<file path="src/rtl/fb_ps2_kbd_rx_pkg.sv">
// Shared definitions for the PS/2 keyboard receiver: frame geometry, FSM
// encodings, the receiver state record and the odd-parity rule.
package fb_ps2_kbd_rx_pkg;

    localparam int FB_PS2_CODE_W     = 8;
    localparam int FB_PS2_FRAME_BITS = 11;
    localparam int FB_PS2_DATA_BITS  = FB_PS2_FRAME_BITS - 3;  // minus start, parity, stop
    localparam int FB_32BITS         = 32;

    typedef enum logic [1:0] {
        FB_PS2_IDLE   = 2'd0,
        FB_PS2_DATA   = 2'd1,
        FB_PS2_PARITY = 2'd2,
        FB_PS2_STOP   = 2'd3
    } ps2_state_e;

    // Receiver FSM state plus data-bit counter, kept together so checkers
    // can observe the whole deframer position from one signal.
    typedef struct packed {
        ps2_state_e state;
        logic [2:0] bit_cnt;
    } ps2_rx_t;

    function automatic logic odd_parity_ok(input logic [FB_PS2_CODE_W-1:0] code,
                                           input logic par);
        return (^code) ^ par;
    endfunction

endpackage

</file>
<file path="src/rtl/fb_sync_fifo.sv">
// Synchronous first-word-fall-through FIFO; the head is visible on rdata
// (zero when empty) and a push is accepted while full if a pop coincides.
module fb_sync_fifo #(
    parameter int W     = 8,
    parameter int DEPTH = 8
) (
    input  logic         clk,
    input  logic         rst,
    input  logic         wr,
    input  logic [W-1:0] wdata,
    input  logic         rd,
    output logic [W-1:0] rdata,
    output logic         full,
    output logic         empty
);

    localparam int AW = $clog2(DEPTH);

    logic [W-1:0]  mem [DEPTH];
    logic [AW-1:0] wptr;
    logic [AW-1:0] rptr;
    logic [AW:0]   count;
    logic          do_rd;
    logic          do_wr;

    assign empty = (count == '0);
    assign full  = (count == (AW+1)'(DEPTH));
    assign do_rd = rd && !empty;
    assign do_wr = wr && (!full || do_rd);
    assign rdata = empty ? '0 : mem[rptr];

    always_ff @(posedge clk) begin
        if (do_wr) begin
            mem[wptr] <= wdata;
        end
    end

    // Power-of-two depth lets the pointers wrap naturally.
    always_ff @(posedge clk) begin
        if (rst) begin
            wptr  <= '0;
            rptr  <= '0;
            count <= '0;
        end else begin
            if (do_wr) begin
                wptr <= wptr + 1'b1;
            end
            if (do_rd) begin
                rptr <= rptr + 1'b1;
            end
            if (do_wr && !do_rd) begin
                count <= count + 1'b1;
            end else if (do_rd && !do_wr) begin
                count <= count - 1'b1;
            end
        end
    end

endmodule

</file>
<file path="src/rtl/fb_ps2_kbd_rx.sv">
// PS/2 keyboard receiver: synchronises the lines, deframes 11-bit frames,
// checks odd parity and stop bit, and queues good scan codes in a FIFO.
// Optional partial-frame abort is enabled by defining FB_PS2_TIMEOUT_EN.
module fb_ps2_kbd_rx
    import fb_ps2_kbd_rx_pkg::*;
#(
    parameter int FIFO_DEPTH     = 8,
    parameter int TIMEOUT_CYCLES = 100000
) (
    input  logic                 clk,
    input  logic                 rst,
    input  logic                 ps2_clk,
    input  logic                 ps2_data,
    input  logic                 rd,
    input  logic                 ovf_clr,
    output logic [FB_32BITS-1:0] data,
    output logic                 av,
    output logic                 empty,
    output logic                 frame_err,
    output logic                 overflow
);

    if (FIFO_DEPTH < 2 || FIFO_DEPTH > 16 || (FIFO_DEPTH & (FIFO_DEPTH - 1)) != 0 ||
        TIMEOUT_CYCLES < 2) begin : g_bad_params
        $error("fb_ps2_kbd_rx: unsupported FIFO_DEPTH or TIMEOUT_CYCLES");
    end

    logic [1:0]               clk_sync;
    logic                     clk_s3;
    logic [1:0]               dat_sync;
    logic                     fe;
    logic                     din;
    ps2_rx_t                  rx_q;
    ps2_rx_t                  rx_d;
    logic [FB_PS2_CODE_W-1:0] sr_q;
    logic [FB_PS2_CODE_W-1:0] sr_d;
    logic                     par_q;
    logic                     par_d;
    logic                     frame_done;
    logic                     frame_good;
    logic                     timeout;
    logic                     wr_ok;
    logic                     fifo_full;
    logic                     fifo_empty;
    logic [FB_PS2_CODE_W-1:0] head;
    logic                     av_q;
    logic                     ferr_q;
    logic                     ovf_q;

    // Lines idle high, so the synchroniser resets to 1 to avoid a false edge.
    always_ff @(posedge clk) begin
        if (rst) begin
            clk_sync <= 2'b11;
            clk_s3   <= 1'b1;
            dat_sync <= 2'b11;
        end else begin
            clk_sync <= {clk_sync[0], ps2_clk};
            clk_s3   <= clk_sync[1];
            dat_sync <= {dat_sync[0], ps2_data};
        end
    end

    assign fe  = !clk_sync[1] && clk_s3;
    assign din = dat_sync[1];

    always_ff @(posedge clk) begin
        if (rst) begin
            rx_q  <= '{state: FB_PS2_IDLE, bit_cnt: 3'd0};
            sr_q  <= '0;
            par_q <= 1'b0;
        end else begin
            rx_q  <= rx_d;
            sr_q  <= sr_d;
            par_q <= par_d;
        end
    end

    always_comb begin
        rx_d       = rx_q;
        sr_d       = sr_q;
        par_d      = par_q;
        frame_done = 1'b0;
        frame_good = 1'b0;
        if (timeout) begin
            rx_d = '{state: FB_PS2_IDLE, bit_cnt: 3'd0};
        end else if (fe) begin
            case (rx_q.state)
                FB_PS2_IDLE: begin
                    if (!din) begin
                        rx_d = '{state: FB_PS2_DATA, bit_cnt: 3'd0};
                    end
                end
                FB_PS2_DATA: begin
                    sr_d = {din, sr_q[FB_PS2_CODE_W-1:1]};
                    if (rx_q.bit_cnt == 3'(FB_PS2_DATA_BITS - 1)) begin
                        rx_d.state = FB_PS2_PARITY;
                    end else begin
                        rx_d.bit_cnt = rx_q.bit_cnt + 3'd1;
                    end
                end
                FB_PS2_PARITY: begin
                    par_d      = din;
                    rx_d.state = FB_PS2_STOP;
                end
                default: begin
                    frame_done = 1'b1;
                    frame_good = odd_parity_ok(sr_q, par_q) && din;
                    rx_d       = '{state: FB_PS2_IDLE, bit_cnt: 3'd0};
                end
            endcase
        end
    end

`ifdef FB_PS2_TIMEOUT_EN
    localparam int TO_W = $clog2(TIMEOUT_CYCLES);
    logic [TO_W-1:0] to_cnt;

    always_ff @(posedge clk) begin
        if (rst || rx_q.state == FB_PS2_IDLE || fe || timeout) begin
            to_cnt <= '0;
        end else begin
            to_cnt <= to_cnt + 1'b1;
        end
    end

    assign timeout = (rx_q.state != FB_PS2_IDLE) && !fe &&
                     (to_cnt == TO_W'(TIMEOUT_CYCLES - 1));
`else
    assign timeout = 1'b0;
`endif

    // A pop in the stop cycle frees a slot even when the FIFO is full.
    assign wr_ok = frame_good && (!fifo_full || (rd && !fifo_empty));

    fb_sync_fifo #(
        .W    (FB_PS2_CODE_W),
        .DEPTH(FIFO_DEPTH)
    ) u_fifo (
        .clk  (clk),
        .rst  (rst),
        .wr   (wr_ok),
        .wdata(sr_q),
        .rd   (rd),
        .rdata(head),
        .full (fifo_full),
        .empty(fifo_empty)
    );

    always_ff @(posedge clk) begin
        if (rst) begin
            av_q   <= 1'b0;
            ferr_q <= 1'b0;
            ovf_q  <= 1'b0;
        end else begin
            av_q   <= wr_ok;
            ferr_q <= (frame_done && !frame_good) || timeout;
            if (frame_good && !wr_ok) begin
                ovf_q <= 1'b1;
            end else if (ovf_clr) begin
                ovf_q <= 1'b0;
            end
        end
    end

    assign data      = {{(FB_32BITS - FB_PS2_CODE_W){1'b0}}, head};
    assign av        = av_q;
    assign empty     = fifo_empty;
    assign frame_err = ferr_q;
    assign overflow  = ovf_q;

endmodule

</file>
<file path="config.mk">
export PLATFORM = sky130hd
export DESIGN_NAME = fb_ps2_kbd_rx
export DESIGN_NICKNAME = d
export VERILOG_FILES = /design/src/rtl/fb_ps2_kbd_rx_pkg.sv /design/src/rtl/fb_sync_fifo.sv /design/src/rtl/fb_ps2_kbd_rx.sv
export SDC_FILE = /design/constraint.sdc
export NUM_CORES = 1
export LEC_CHECK = 0
export BUFFER_PORTS_ARGS = -buffer_cell sky130_fd_sc_hd__buf_2
export CORE_MARGIN = 8
export CORE_UTILIZATION = 60
export CTS_CLUSTER_SIZE = 8
export DETAILED_ROUTE_END_ITERATION = 16
export GPL_ROUTABILITY_DRIVEN = 0
export PLACE_DENSITY = 0.84
export SYNTH_ARGS = -nofsm -noshare
export SYNTH_HDL_FRONTEND = slang
export SYNTH_HIERARCHICAL = 1
export SYNTH_SLANG_ARGS = --single-unit
</file>
<file path="constraint.sdc">
create_clock -name clk -period 6.3 [get_ports clk]
set_input_delay 0.315 -clock clk [delete_from_list [all_inputs] [get_ports clk]]
set_output_delay 0.315 -clock clk [all_outputs]
set_load 0.05 [all_outputs]
</file>
Word level (Yosys, flattened, before mapping) --
Memory sizes are Yosys's and may differ from the RTL's. A register that Yosys moved wholly into a read port is not among the register bits. Cells that the tools add are included.
Storage, ports and cells: flip-flop bits (word level) 32, RAM bits 64, input port bits 6, output and inout port bits 36, word-level logic and storage cells 73, memories kept 1
Memories:
- u_fifo.mem | depth 8, bits a word 8, rd ports 1, clocked after memory_dff 1, wr ports 1, line fb_sync_fifo.sv:19 | logic [W-1:0] mem [DEPTH];
Cells by class: $add $sub $neg 5, equality and inequality tests 7, multiplexer cells 18, bitwise logic cells 2, reductions and logical operators 27
Operator list (number):
- $add A3 B1 Y3 const B | 3
- $logic_and A1 B1 Y1 | 9
- $mux W3 | 3
- $pmux W3 S3 | 1
- $mux W1 | 8
- $mux W4 | 2
- $mux W8 | 1
- $reduce_xor A8 Y1 | 1
- $logic_not A1 Y1 | 7
- $ne A2 B2 Y1 const B | 3
- $pmux W2 S3 | 1
- $mux W5 | 1
- $add A4 B1 Y4 const B | 1
- $eq A4 B4 Y1 const B | 1
- $logic_not A4 Y1 | 1
- $reduce_and A2 Y1 | 2
- $reduce_and A4 Y1 | 1
- $reduce_bool A2 Y1 | 2
- $sub A4 B1 Y4 const B | 1
- $eq A3 B3 Y1 const B | 1
- $reduce_and A3 Y1 | 1
- $reduce_or A3 Y1 | 1
- $eq A2 B1 Y1 const B | 1
- $eq A2 B2 Y1 const B | 1
- other kinds (5) | 5

Logic depth before layout (Yosys ltp) --
Gate-level depths: netlist (run 1).
depth in word-level cells 11, gate-level depth with buffers 14, depth with buffers taken out 14

By module --
The synthesis (run 1) kept the hierarchy.
Modules (own cells, without submodules):
- fb_sync_fifo | times used 1, cells an instance 174, area each 3093.0 sq um, seq. area each 2182.1 sq um
- fb_ps2_kbd_rx | times used 1, cells an instance 125, area each 1156.1 sq um, seq. area each 440.4 sq um

Worst setup path after synthesis (run 1) --
No wires, ideal clock.
path kind register to register, start point reg sr_q[0], end point reg u_fifo.count[3], setup time 0.121 ns, arrival time 3.003 ns, setup slack 3.177 ns, stages on the path, launching flop included 14, path buffers 0, path through dfxtp_1 -> xor2_1 -> xnor3_1 -> mux2_4 -> nor2_1 -> o21ai_4 -> inv_4 -> ha_1 -> inv_1 -> ha_1 -> a21oi_1 -> a211oi_1 -> a31oi_1 -> mux2_2
On the way: word-level cells in the longest chain between the ends 10, elaborated cells between the ends (all ways) 12, classes of those cells mux: 3; bitwise: 1; reduce/logical: 8
RTL lines:
- start: declaration | line fb_ps2_kbd_rx.sv:35 | logic [FB_PS2_CODE_W-1:0] sr_q;
- start signal: assignment | line fb_ps2_kbd_rx.sv:73 | sr_q <= sr_d;
- $reduce_xor A8 Y1 (*) | line fb_ps2_kbd_rx_pkg.sv:26 | return (^code) ^ par;
- $xor A1 B1 Y1 (*) | line fb_ps2_kbd_rx_pkg.sv:26
- $logic_and A1 B1 Y1 (*) | line fb_ps2_kbd_rx.sv:107 | frame_good = odd_parity_ok(sr_q, par_q) && din;
- $mux W1 (*) | line fb_ps2_kbd_rx.sv:87 | case (rx_q.state)
- $mux W1 (*) | line fb_ps2_kbd_rx.sv:86 | end else if (fe) begin
- $logic_and A1 B1 Y1 (*) | line fb_ps2_kbd_rx.sv:133 | assign wr_ok = frame_good && (!fifo_full || (rd && !fifo_empty));
- via wr_ok | line fb_ps2_kbd_rx.sv:42 | logic wr_ok;
- $logic_and A1 B1 Y1 (*) | line fb_sync_fifo.sv:29 | assign do_wr = wr && (!full || do_rd);
- via u_fifo.do_wr | line fb_sync_fifo.sv:24 | logic do_wr;
- $logic_not A1 Y1 | line fb_sync_fifo.sv:53 | end else if (do_rd && !do_wr) begin
- $logic_and A1 B1 Y1 | line fb_sync_fifo.sv:53
- $reduce_bool A2 Y1 (no source line)
- end signal: assignment | line fb_sync_fifo.sv:52 | count <= count + 1'b1;
- end signal: assignment | line fb_sync_fifo.sv:54 | count <= count - 1'b1;
- end: declaration | line fb_sync_fifo.sv:22 | logic [AW:0] count;
The timed path passes the listed nets; every way through them passes the cells marked *. A chain may end at the register's enable or synchronous reset.

Worst setup path in the final report (run 1) --
start point reg sr_q[3], end point reg u_fifo.count[3]
The elaborated chain is that of the path after synthesis.

==> metrics.txt, run 1 <==
outcome=complete, no violations; clock transition at the registers of the reported paths=0.08 ns; Synth warnings=6; die height=about 100 um; r2r setup slk=between 2 and 3 ns; Setup CP Type=flop to flop; Port Buffers=17; CTS buffer count=9; crit path DAT=3.65 ns; Fin Hold WS=between 0.1 and 0.15 ns; crit-path cells=xnor2_1 > xnor3_1 > mux2_4 > nor2_1 > o21ai_4 > inv_4 > ha_1 > inv_1 > ha_1 > a21oi_1 > a211oi_1 > a31oi_1 > mux2_2; Synth Register Bits=99; hold depth=2; largest net degree at the start of global routing=34; DRT antenna net count=0; worst r2r src=sr_q[3]$_SDFFE_PP0P_; Avg Inst Size Synth=roughly 14 sq um; post-route cell area=0.004553 sq mm; die area=about 0.01 sq mm; kind of start point of the critical path=flop; Hold WC Path Type=input pin to flop; Syn Inst Count=~300; Slew headroom=about 28%; min Tclk post-route=3.397 ns; Initial Util=62.20%; worst ir drop on vdd=between 0.2 and 0.3 mV; global route total overflow=0; clk root buf=clkbuf_8; placed cell area=between 0.004 and 0.005 sq mm; Synth cell types=42; critical path fanouts, max=11; maxcap violations=0; RSZ-0062 raised after global routing=false; most frequent CP cell=ha_1; Layout Utilization=around 67%; clock latency on the worst-skew pair=approximately 0.36 ns; top post-synthesis cells by area=edfxtp_1 (45%), dfxtp_1 (16%), mux4_2 (8.5%), mux2i_1 (4.7%), buf_4 (4.2%); io pins=42; CP Capture Type=flop; Netlist Area Pre-Place=0.004249 sq mm; Hold EP=dat_sync[0]$_SDFF_PP1_; Total GRT Usage=14.95%; Reg-to-Reg End=u_fifo/count[3]$_SDFFE_PP0P_; setup bufs post-CTS=0; Rows=30; CP peak stage delay=0.55 ns; Clock Tree Buf Depth=2; DP HPWL=4622 um; Antenna Cells=0; Final setup viols=0; Initial DRC Count=approximately 120; count leader, synth=edfxtp_1; cts repair resizes=0; Layout Skew=0.006826 ns; Routed WL=6965 um; register area share after synthesis=around three fifths; CORE AREA=~0.007 sq mm; Via density=5.276; vias in the first global route=around 2.2k; total number of vias=2216; min-delay src=ps2_data; Synth top area share=around 45%; biggest area consumer among synthesized cells=edfxtp_1; dpl cells=~400; critical path's slowest cell=dfxtp_1; clk sink count=just under 100; Synth Flop Type=edfxtp_1; Final Non-Filler Cells=420; Routed WL per cell=approximately 17 um; TNS Setup=0 ns; hold_buf cts=0; Die X=roughly 100 um; Layout area overhead=7.156%; first-pass GRT wire length=~11000 um; fmax=~0.29 GHz; Critical Path RT=between 6 and 7 ns; EDFF count, synth=64; final period utilization=approximately 54%; final slew viol count=0; CTS tree=built; reg2reg path depth=13; H-tree depth=3; final hold vios=0; layout cells sized above 1=between 20% and 30%; commonest cells in the netlist=edfxtp_1 (64), nor2_1 (37), dfxtp_1 (35); Leak=between 1.5 and 2 nW; initial antenna violation count=0; total iterations of the first detailed-routing run=4; DRC=0; fraction of registers with async set/reset=0%; Power Dens Cells=372.4 mW/mm^2; NumNets Final=339; Worst-Margin Slew=roughly 1.1 ns
==> kinds of logic after synthesis <==
group,after synthesis,share of synthesized area [%]
buffers and inverters,41,6.095
flip-flops,99,61.72
AND/OR/NAND/NOR,83,9.335
multiplexers,38,13.81
XOR/XNOR,11,3.092
AO/OA/AOI/OAI,14,2.150
adder cells (fa/ha/maj),12,3.710
other,1,0.08825
==> state kept, by name, summed over array words and instances, names as in the netlist, named ones only <==
register	flops
u_fifo/mem	64
sr_q	8
dat_sync	2
clk_s3	1
par_q	1
overflow	1
u_fifo/rptr	3
frame_err	1
av	1
rx_q	5
u_fifo/count	4
clk_sync	2
u_fifo/wptr	3
==> metrics by stage <==
| step | setup WS (ns) | power (W) |
|---|---|---|
| after floorplan | 3.177 | 0.001212 |
| after global placement | 3.009 | 0.001302 |
| after detailed placement | 2.912 | 0.001312 |
| after CTS | 2.905 | 0.001716 |
| after global routing | 2.647 | 0.001773 |
| final | 2.903 | 0.001696 |
==> layout by cell type, fill, tap and decap left out, types with 8 or more instances in the layout <==
cell type  instances
edfxtp_1          64
nor2_1            37
dfxtp_1           35
conb_1            24
mux2i_1           20
buf_2             17
mux4_2            16
nand2_1           13
ha_1              11
clkbuf_8           9
a21oi_1            8
==> worst max path at each step <==
stage	start	endpoint	slack, ns
final	sr_q[3]$_SDFFE_PP0P_	u_fifo/count[3]$_SDFFE_PP0P_	2.90
after global routing	sr_q[3]$_SDFFE_PP0P_	u_fifo/count[3]$_SDFFE_PP0P_	2.65
after CTS	sr_q[0]$_SDFFE_PP0P_	u_fifo/count[3]$_SDFFE_PP0P_	2.91
after detailed placement	sr_q[0]$_SDFFE_PP0P_	u_fifo/count[3]$_SDFFE_PP0P_	2.91
after global placement	sr_q[0]$_SDFFE_PP0P_	u_fifo/count[3]$_SDFFE_PP0P_	3.01
after floorplan	sr_q[0]$_SDFFE_PP0P_	u_fifo/count[3]$_SDFFE_PP0P_	3.18
==> per-layer routing <==
metal | up-vias | global-route usage [%] | part of all wire, %
met5 | - | 0 | 0
met4 | 0 | 8.023 | 1.9
met3 | 11 | 3.391 | 6.6
met2 | 64 | 25.23 | 50
met1 | 1072 | 17.34 | 42
li1 | 1069 | - | -
==> critical path, delay by kind of cell, from the launching register on <==
family          cells  cell delay, ns
fa+ha+maj           2            0.49
simple gates        1            0.23
mux                 2            0.69
flops               1            0.55
xor+xnor            2            0.56
compound gates      4            0.58
buf+inv             2            0.19
==> final cells by class <==
class | instances | area [sq um]
inverters | 6 | 25.02
repair buffers | 23 | 130.1
clock inverters | 4 | 67.56
multi-input cells | 182 | 1460
flip-flops and latches | 99 | 2623
clock buffers | 10 | 127.6
fillers | 510 | 2278
well taps | 96 | 120.1
==> power breakdown <==
part           total, W  switching (W)  internal [W]  leakage (nW)
clock network  0.000410       0.000193      0.000217        0.0973
logic          0.000521       0.000335      0.000186         0.754
registers      0.000765      0.0000603      0.000705         0.877
Note: power is estimated with default switching activity, not from simulation.
==> run 2: changes to the inputs <==
Settings changed: ABC_AREA set to 1, CORE_UTILIZATION 60 to 54, PLACE_DENSITY 0.84 to 0.79.
Clock period 6.3 ns to 2.7 ns, I/O delays scaled along.
==> run 2 against run 1 <==
  * Final area rose by 15%
  * Worst setup slack got worse by 2.7 ns
  * Critical path type unchanged
  * Wire length rose by 34%
  * Total power rose by 150%
  * Count of clock-buffer cells in the layout fell by 1
  * Critical endpoint unchanged
==> metrics.txt, run 2 <==
DRC=0; die height=between 100 and 150 um; dpl cells=between 600 and 700; clock latency on the worst-skew pair=0.35 ns; Synth cell types=34; Clk pwr share=between 20 and 25%; Netlist Area Pre-Place=about 0.0048 sq mm; final slew viol count=0; largest net degree at the start of global routing=33; H-tree depth=3; min Tclk post-route=between 2 and 3 ns; Antenna Cells=0; biggest regs=u_fifo/mem x64, sr_q x8, rx_q x5; power share of the combinational group=a little over a third; share of total power in sequential cells=41.7%; RSZ-0062 raised after global routing=false; CP Capture Type=flop; DRT antenna net count=0; global route total overflow=0; Multi-input gate area=around 0.0017 sq mm; CTS tree=built; metal1 wirelength=approximately 3800 um; Critical Path RT=slightly below 3 ns; NumNets Final=593; fraction of registers with async set/reset=0%; Avg Inst Size Synth=roughly 8.9 sq um; Reg area=about 0.0026 sq mm; CORE AREA=~0.0087 sq mm; vias in the first global route=3357; Synth warnings=6; routed length on met3=561 um; Biggest register=u_fifo/mem; layout cells sized above 1=17.76%; Routed WL=~9300 um; biggest area consumer among synthesized cells=edfxtp_1; Switching Fraction=just over 40%; die area=~0.012 sq mm; total number of vias=around 3.4k; clock transition at the registers of the reported paths=0.09 ns; clk sink count=99; DP HPWL=between 6000 and 7000 um; count leader, synth=nand2_1; met2 wire len=between 4000 and 5000 um; Synth Flop Type=edfxtp_1; Rows=34; Synth Register Bits=between 90 and 100; top post-synthesis cells by area=edfxtp_1 (40%), dfxtp_1 (15%), nand2_1 (13%), inv_1 (5.2%), buf_4 (4.4%); maxcap violations=0; io pins=42; most frequent cells in the layout=nand2_1 (166), inv_1 (65), edfxtp_1 (64); Initial DRC Count=240; Psw=approximately 0.0017 W; Leak=approximately 2.3 nW; Total GRT Usage=between 10% and 20%; kind of start point of the critical path=flop; Via density=about 5; Layout area overhead=8.657%; Fin Hold WS=around 0.037 ns; Setup CP Type=flop to flop; total iterations of the first detailed-routing run=4; TNS Setup=0 ns; register area share after synthesis=between 50% and 60%; crit path DAT=between 2 and 3 ns; outcome=complete, no violations; CTS buffer count=9; worst ir drop on vdd=about 0.78 mV; Hold WC Path Type=input pin to flop; Largest register FFs=64; final hold vios=0; Die X=between 100 and 150 um; internal power=roughly 0.0025 W; final period utilization=between 90% and 100%; Final Non-Filler Cells=688; Port Buffers=17; commonest cells in the netlist=nand2_1 (166), inv_1 (67), edfxtp_1 (64); setup bufs post-CTS=0; clk root buf=clkbuf_8; Layout Skew=around 0.0085 ns; number of fill cells in the layout=738; EDFF count, synth=64; Routed WL per cell=between 10 and 15 um; Syn Inst Count=540; Final setup viols=0; Worst-Margin Slew=0.5980 ns; initial antenna violation count=0; Synth top area share=approximately two fifths; Slew headroom=60.08%; Power Dens Cells=804.1 mW/mm^2; most common cell after layout, fill and taps aside=nand2_1; top routing layer in use=met4; Initial Util=55.29%; critical path fanouts, max=5; Clock Tree Buf Depth=2; first-pass GRT wire length=~15000 um; fmax=0.3998 GHz
==> run 2: changes by cell type after synthesis, moves of 5 or more <==
cell	before	now
a21oi_1	8	24
buf_6	1	6
inv_1	5	67
inv_2	0	7
mux2i_1	20	0
mux4_2	16	0
nand2_1	13	166
nand2_2	1	9
nand2b_1	6	0
nand3_1	6	33
nand3_2	0	6
o21ai_0	1	14
==> run 2: power by group through the flow <==
stage	sequential, W	combinational, W	clock, W
after floorplan	0.00173	0.00132	0
after global placement	0.00178	0.00146	0
after detailed placement	0.00178	0.00150	0
after CTS	0.00174	0.00151	0.000940
after global routing	0.00176	0.00169	0.000990
final	0.00175	0.00152	0.000924
==> run 2: final timing paths <==
check	from	to	slack, ns	depth (start not counted)
worst max-delay path	sr_q[4]$_SDFFE_PP0P_	u_fifo/count[3]$_SDFFE_PP0P_	0.20	20
worst min-delay path	ovf_clr	overflow$_SDFFE_PP0P_	0.04	4
worst max register to register	sr_q[4]$_SDFFE_PP0P_	u_fifo/count[3]$_SDFFE_PP0P_	0.20	20
worst min register to register	dat_sync[0]$_SDFF_PP1_	dat_sync[1]$_SDFF_PP1_	0.42	1
==> run 2: metal layers <==
layer / vias up / track usage [%]
met5: - / 0
met4: 0 / 5.899
met3: 11 / 2.674
met2: 104 / 28.00
met1: 1594 / 19.28
li1: 1722 / -
==> run 2: cell type report <==
class | instances | area share (%)
clock inverter | 7 | 1.296
timing repair buffer | 41 | 5.184
clock buffer | 9 | 2.376
multi-input combinational | 348 | 32.40
sequential | 99 | 50.49
tap | 108 | 2.592
inverter | 76 | 5.664
==> run 2: metrics by stage <==
step	setup slack, ns	util [%]	power [W]	cell area, sq um
CTS	0.01234	59.79	0.004196	5189
detailed placement	0.09501	57.35	0.003284	4977
floorplan	0.01440	-	0.003052	4898
global route	0.01358	60.08	0.004440	5214
global placement	0.2389	57.35	0.003234	4977
finish	0.1987	60.08	0.004193	5214
==> run 2: worst max-delay path, cell delays in order (launching register included) <==
cell     delay [ns]
dfxtp_2        0.38
inv_1          0.08
nand2_1        0.10
nand2_1        0.07
nand2_2        0.07
nand2_2        0.06
nand2_1        0.11
nand3_2        0.08
nand2_2        0.10
nand2_2        0.09
nor2_4         0.10
nand2_1        0.07
inv_2          0.07
ha_2           0.18
inv_2          0.07
ha_4           0.22
or2_2          0.30
nand3_1        0.10
nand3_1        0.08
nand2_1        0.06
inv_1          0.03
==> run 2: kinds of logic (layout without fill, tap and decap cells) <==
kind of cell | count (synthesis) | count (layout) | share of synthesized area [%]
AOI/OAI and AO/OA | 40 | 40 | 4.303
xor gates and xnor gates | 4 | 4 | 0.7303
adders and majority gates | 12 | 12 | 3.286
buffers and inverters | 116 | 133 | 12.46
DFF | 99 | 99 | 54.65
other | 1 | 24 | 0.07815
and+or+nand+nor | 268 | 268 | 24.49
==> run 2: what timing repair did <==
action | 4_1_cts | 5_1_grt
hold buffers | 2 | 0
gates resized for setup | 0 | 10
hold endpoints to repair | 2 | 0
endpoints found under the setup margin | 0 | 2
==> run 3: changes to the inputs <==
Settings changed: CORE_UTILIZATION 54 to 53, PLACE_DENSITY 0.79 to 0.78, SYNTH_HIERARCHICAL 1 to unset.
==> run 3 against run 2 <==
  * Core utilization is 0.25 points higher
  * Register-to-register slack lost 0.02 ns
  * Sequential share of layout area is 3.2 points higher
  * Cell count down 14%
  * First-iteration DRC count is 39% lower
  * Wire length down 8.7%
  * Clock skew is 0.011 ns higher
  * Fmax decreased by 0.92%
  * Die area decreased by 6.0%
  * Critical endpoint is now u_fifo.count[3]$_SDFFE_PP0P_
  * Highest routed layer unchanged
==> metrics.txt, run 3 <==
post-route cell area=between 0.004 and 0.005 sq mm; Setup CP Type=flop to flop; NumNets Final=around 500; kind of start point of the critical path=flop; r2r setup slk=0.18 ns; total number of vias=approximately 3.1k; largest net degree at the start of global routing=33; Leak=roughly 2 nW; global route total overflow=0; fin worst setup slack=around 0.18 ns; final period utilization=a little over 90%; Worst-Margin Slew=slightly above 0.6 ns; worst ir drop on vdd=0.4577 mV; total iterations of the first detailed-routing run=4; register area share after synthesis=around 60%; DRT antenna net count=0; Synth cell types=30; CORE AREA=between 0.008 and 0.009 sq mm; Rows=33; CTS tree=built; EDFF count, synth=64; Via density=5.173; Reg area=0.002635 sq mm; fmax=approximately 0.40 GHz; fraction of registers with async set/reset=0%; initial antenna violation count=0; Critical Path RT=2.96 ns; top post-synthesis cells by area=edfxtp_1 (44%), dfxtp_1 (16%), o21ai_0 (6.5%), nor2_1 (6.3%), nand2_1 (4.8%); met3 Use GR=~3%; Initial Util=53.84%; clk root buf=clkbuf_8; GR Util met2=26.29%; most frequent cells in the layout=nor2_1 (74), edfxtp_1 (64), o21ai_0 (56); Layout Skew=between 0.015 and 0.02 ns; H-tree depth=3; TNS Setup=0 ns; min-delay src=ovf_clr; Tot Pwr=between 0.004 and 0.005 W; clk sink count=just under 100; hold depth=4; CP Capture Type=flop; Synth Flop Type=edfxtp_1; final hold vios=0; Port Buffers=17; Multi-input gate area=~0.0015 sq mm; placed cell area=0.004598 sq mm; Power Dens Cells=897.3 mW/mm^2; die area=~0.011 sq mm; Final setup viols=0; global routing usage on met1=17.42%; final slew viol count=0; biggest area consumer among synthesized cells=edfxtp_1; Synth warnings=0; clock transition at the registers of the reported paths=0.10 ns; Hold WC Path Type=input pin to flop; worst r2r src=sr_q[3]$_SDFFE_PP0P_; vias in the first global route=2876; number of fill cells in the layout=roughly 670; Synth top area share=43.89%; most common cell after layout, fill and taps aside=nor2_1; Netlist Area Pre-Place=0.004379 sq mm; GR peak layer=met2; biggest regs=u_fifo.mem x64, sr_q x8, rx_q x5; outcome=complete, no violations; Hold EP=overflow$_SDFFE_PP0P_; clock latency on the worst-skew pair=between 0.3 and 0.4 ns; min Tclk post-route=~2.5 ns; Routed WL=about 8500 um; Slew headroom=58.80%; DP HPWL=between 5000 and 6000 um; Synth Register Bits=just under 100; Die X=about 110 um; DP Worst Slack=between 0.03 and 0.04 ns; first-pass GRT wire length=~14000 um; Biggest register=u_fifo.mem; Initial DRC Count=between 100 and 150; reg2reg path depth=21; Layout Utilization=60.33%; count leader, synth=nor2_1; Avg Inst Size Synth=9.797 sq um; io pins=42; die height=around 110 um; CTS buffer count=9; maxcap violations=0; Layout area overhead=12.06%; commonest cells in the netlist=nor2_1 (74), edfxtp_1 (64), o21ai_0 (57); crit path DAT=around 2.8 ns; Routed WL per cell=14.32 um; DRC=0; Total GRT Usage=between 10% and 20%; Antenna Cells=0; Reg-to-Reg End=u_fifo.count[3]$_SDFFE_PP0P_; Syn Inst Count=around 450; layout cells sized above 1=about 17%; critical path fanouts, max=5; Largest register FFs=64; Clock Tree Buf Depth=2
## run 3: cell types whose count changed after synthesis, sizes merged, moves of 3 or more
| cell | previous run | this run |
|---|---|---|
| a31oi | 0 | 8 |
| nor2 | 42 | 78 |
| o21ai | 14 | 57 |
| a21oi | 25 | 22 |
| o22ai | 0 | 8 |
| inv | 75 | 43 |
| nand2 | 176 | 58 |
| clkbuf | 2 | 11 |
| nand3 | 39 | 9 |
| buf | 38 | 26 |
## run 3: metal layers
layer	routed length [um]	vias up
met2	4294	92
met1	3509	1453
met5	0	-
met4	58	0
met3	657	6
li1	-	1527
## run 3: logic make-up after synthesis
| group | Yosys count | share of synthesized area (%) |
|---|---|---|
| AO/OA/AOI/OAI | 95 | 11.31 |
| flip-flops | 99 | 59.89 |
| XOR/XNOR | 4 | 0.8001 |
| other | 1 | 0.08563 |
| AND/OR/NAND/NOR | 156 | 15.31 |
| adder cells (fa/ha/maj) | 12 | 3.600 |
| buffers and inverters | 80 | 9.000 |
## run 3: cell type report
type | instances | area share (%)
clock buffer | 9 | 2.524
clock inverter | 7 | 2.193
inverter | 43 | 3.340
multi-input combinational | 291 | 30.06
sequential | 99 | 53.70
tap | 105 | 2.677
timing repair buffer | 41 | 5.507
## run 3: report_power, final
group | total [W] | internal (W) | switching [W]
clock network | 0.00109 | 0.000540 | 0.000549
registers | 0.00171 | 0.00165 | 0.0000592
logic | 0.00160 | 0.000443 | 0.00116
total | 0.00440 | 0.00264 | 0.00177
## run 3: metrics by stage
stage / instances / hold WS, ns
floorplan: 470 / 0.2388
global placement: 573 / 0.3183
detailed placement: 573 / 0.3203
CTS: 591 / 0.008078
global route: 595 / 0.04633
finish: 595 / 0.01082
## run 3: how the worst max path moves through the flow
| stage | startpoint | endpoint | depth (start not counted) |
|---|---|---|---|
| after floorplan | u_fifo.count[0]$_SDFFE_PP0P_ | u_fifo.count[3]$_SDFFE_PP0P_ | 16 |
| after global placement | sr_q[0]$_SDFFE_PP0P_ | u_fifo.count[3]$_SDFFE_PP0P_ | 21 |
| after detailed placement | sr_q[0]$_SDFFE_PP0P_ | u_fifo.count[3]$_SDFFE_PP0P_ | 21 |
| after CTS | sr_q[0]$_SDFFE_PP0P_ | u_fifo.count[3]$_SDFFE_PP0P_ | 21 |
| after global routing | sr_q[5]$_SDFFE_PP0P_ | u_fifo.count[3]$_SDFFE_PP0P_ | 21 |
| final | sr_q[3]$_SDFFE_PP0P_ | u_fifo.count[3]$_SDFFE_PP0P_ | 21 |
## run 3: what timing repair did
item / CTS / global route
setup buffers: 0 / 4
setup endpoints to repair: 0 / 1
hold buffers: 2 / 0
gates resized for setup: 0 / 13
endpoints found under the hold margin: 2 / 0
## run 3: worst max-delay path, cell delays in order (launching register included)
cell and delay [ns]:
dfxtp_1 0.40, inv_1 0.10, nand2_1 0.07, nand2_1 0.05, nand2_1 0.07, nand2_2 0.07, nand2_1 0.08, nand3_2 0.10
nand2_4 0.12, nand3_4 0.10, inv_4 0.09, ha_2 0.18, inv_1 0.08, ha_1 0.27, nand2_1 0.06, nand2_1 0.05
a21oi_2 0.13, nor2_1 0.05, nor2_1 0.09, nand2_1 0.07, o21ai_1 0.12, a21oi_1 0.05
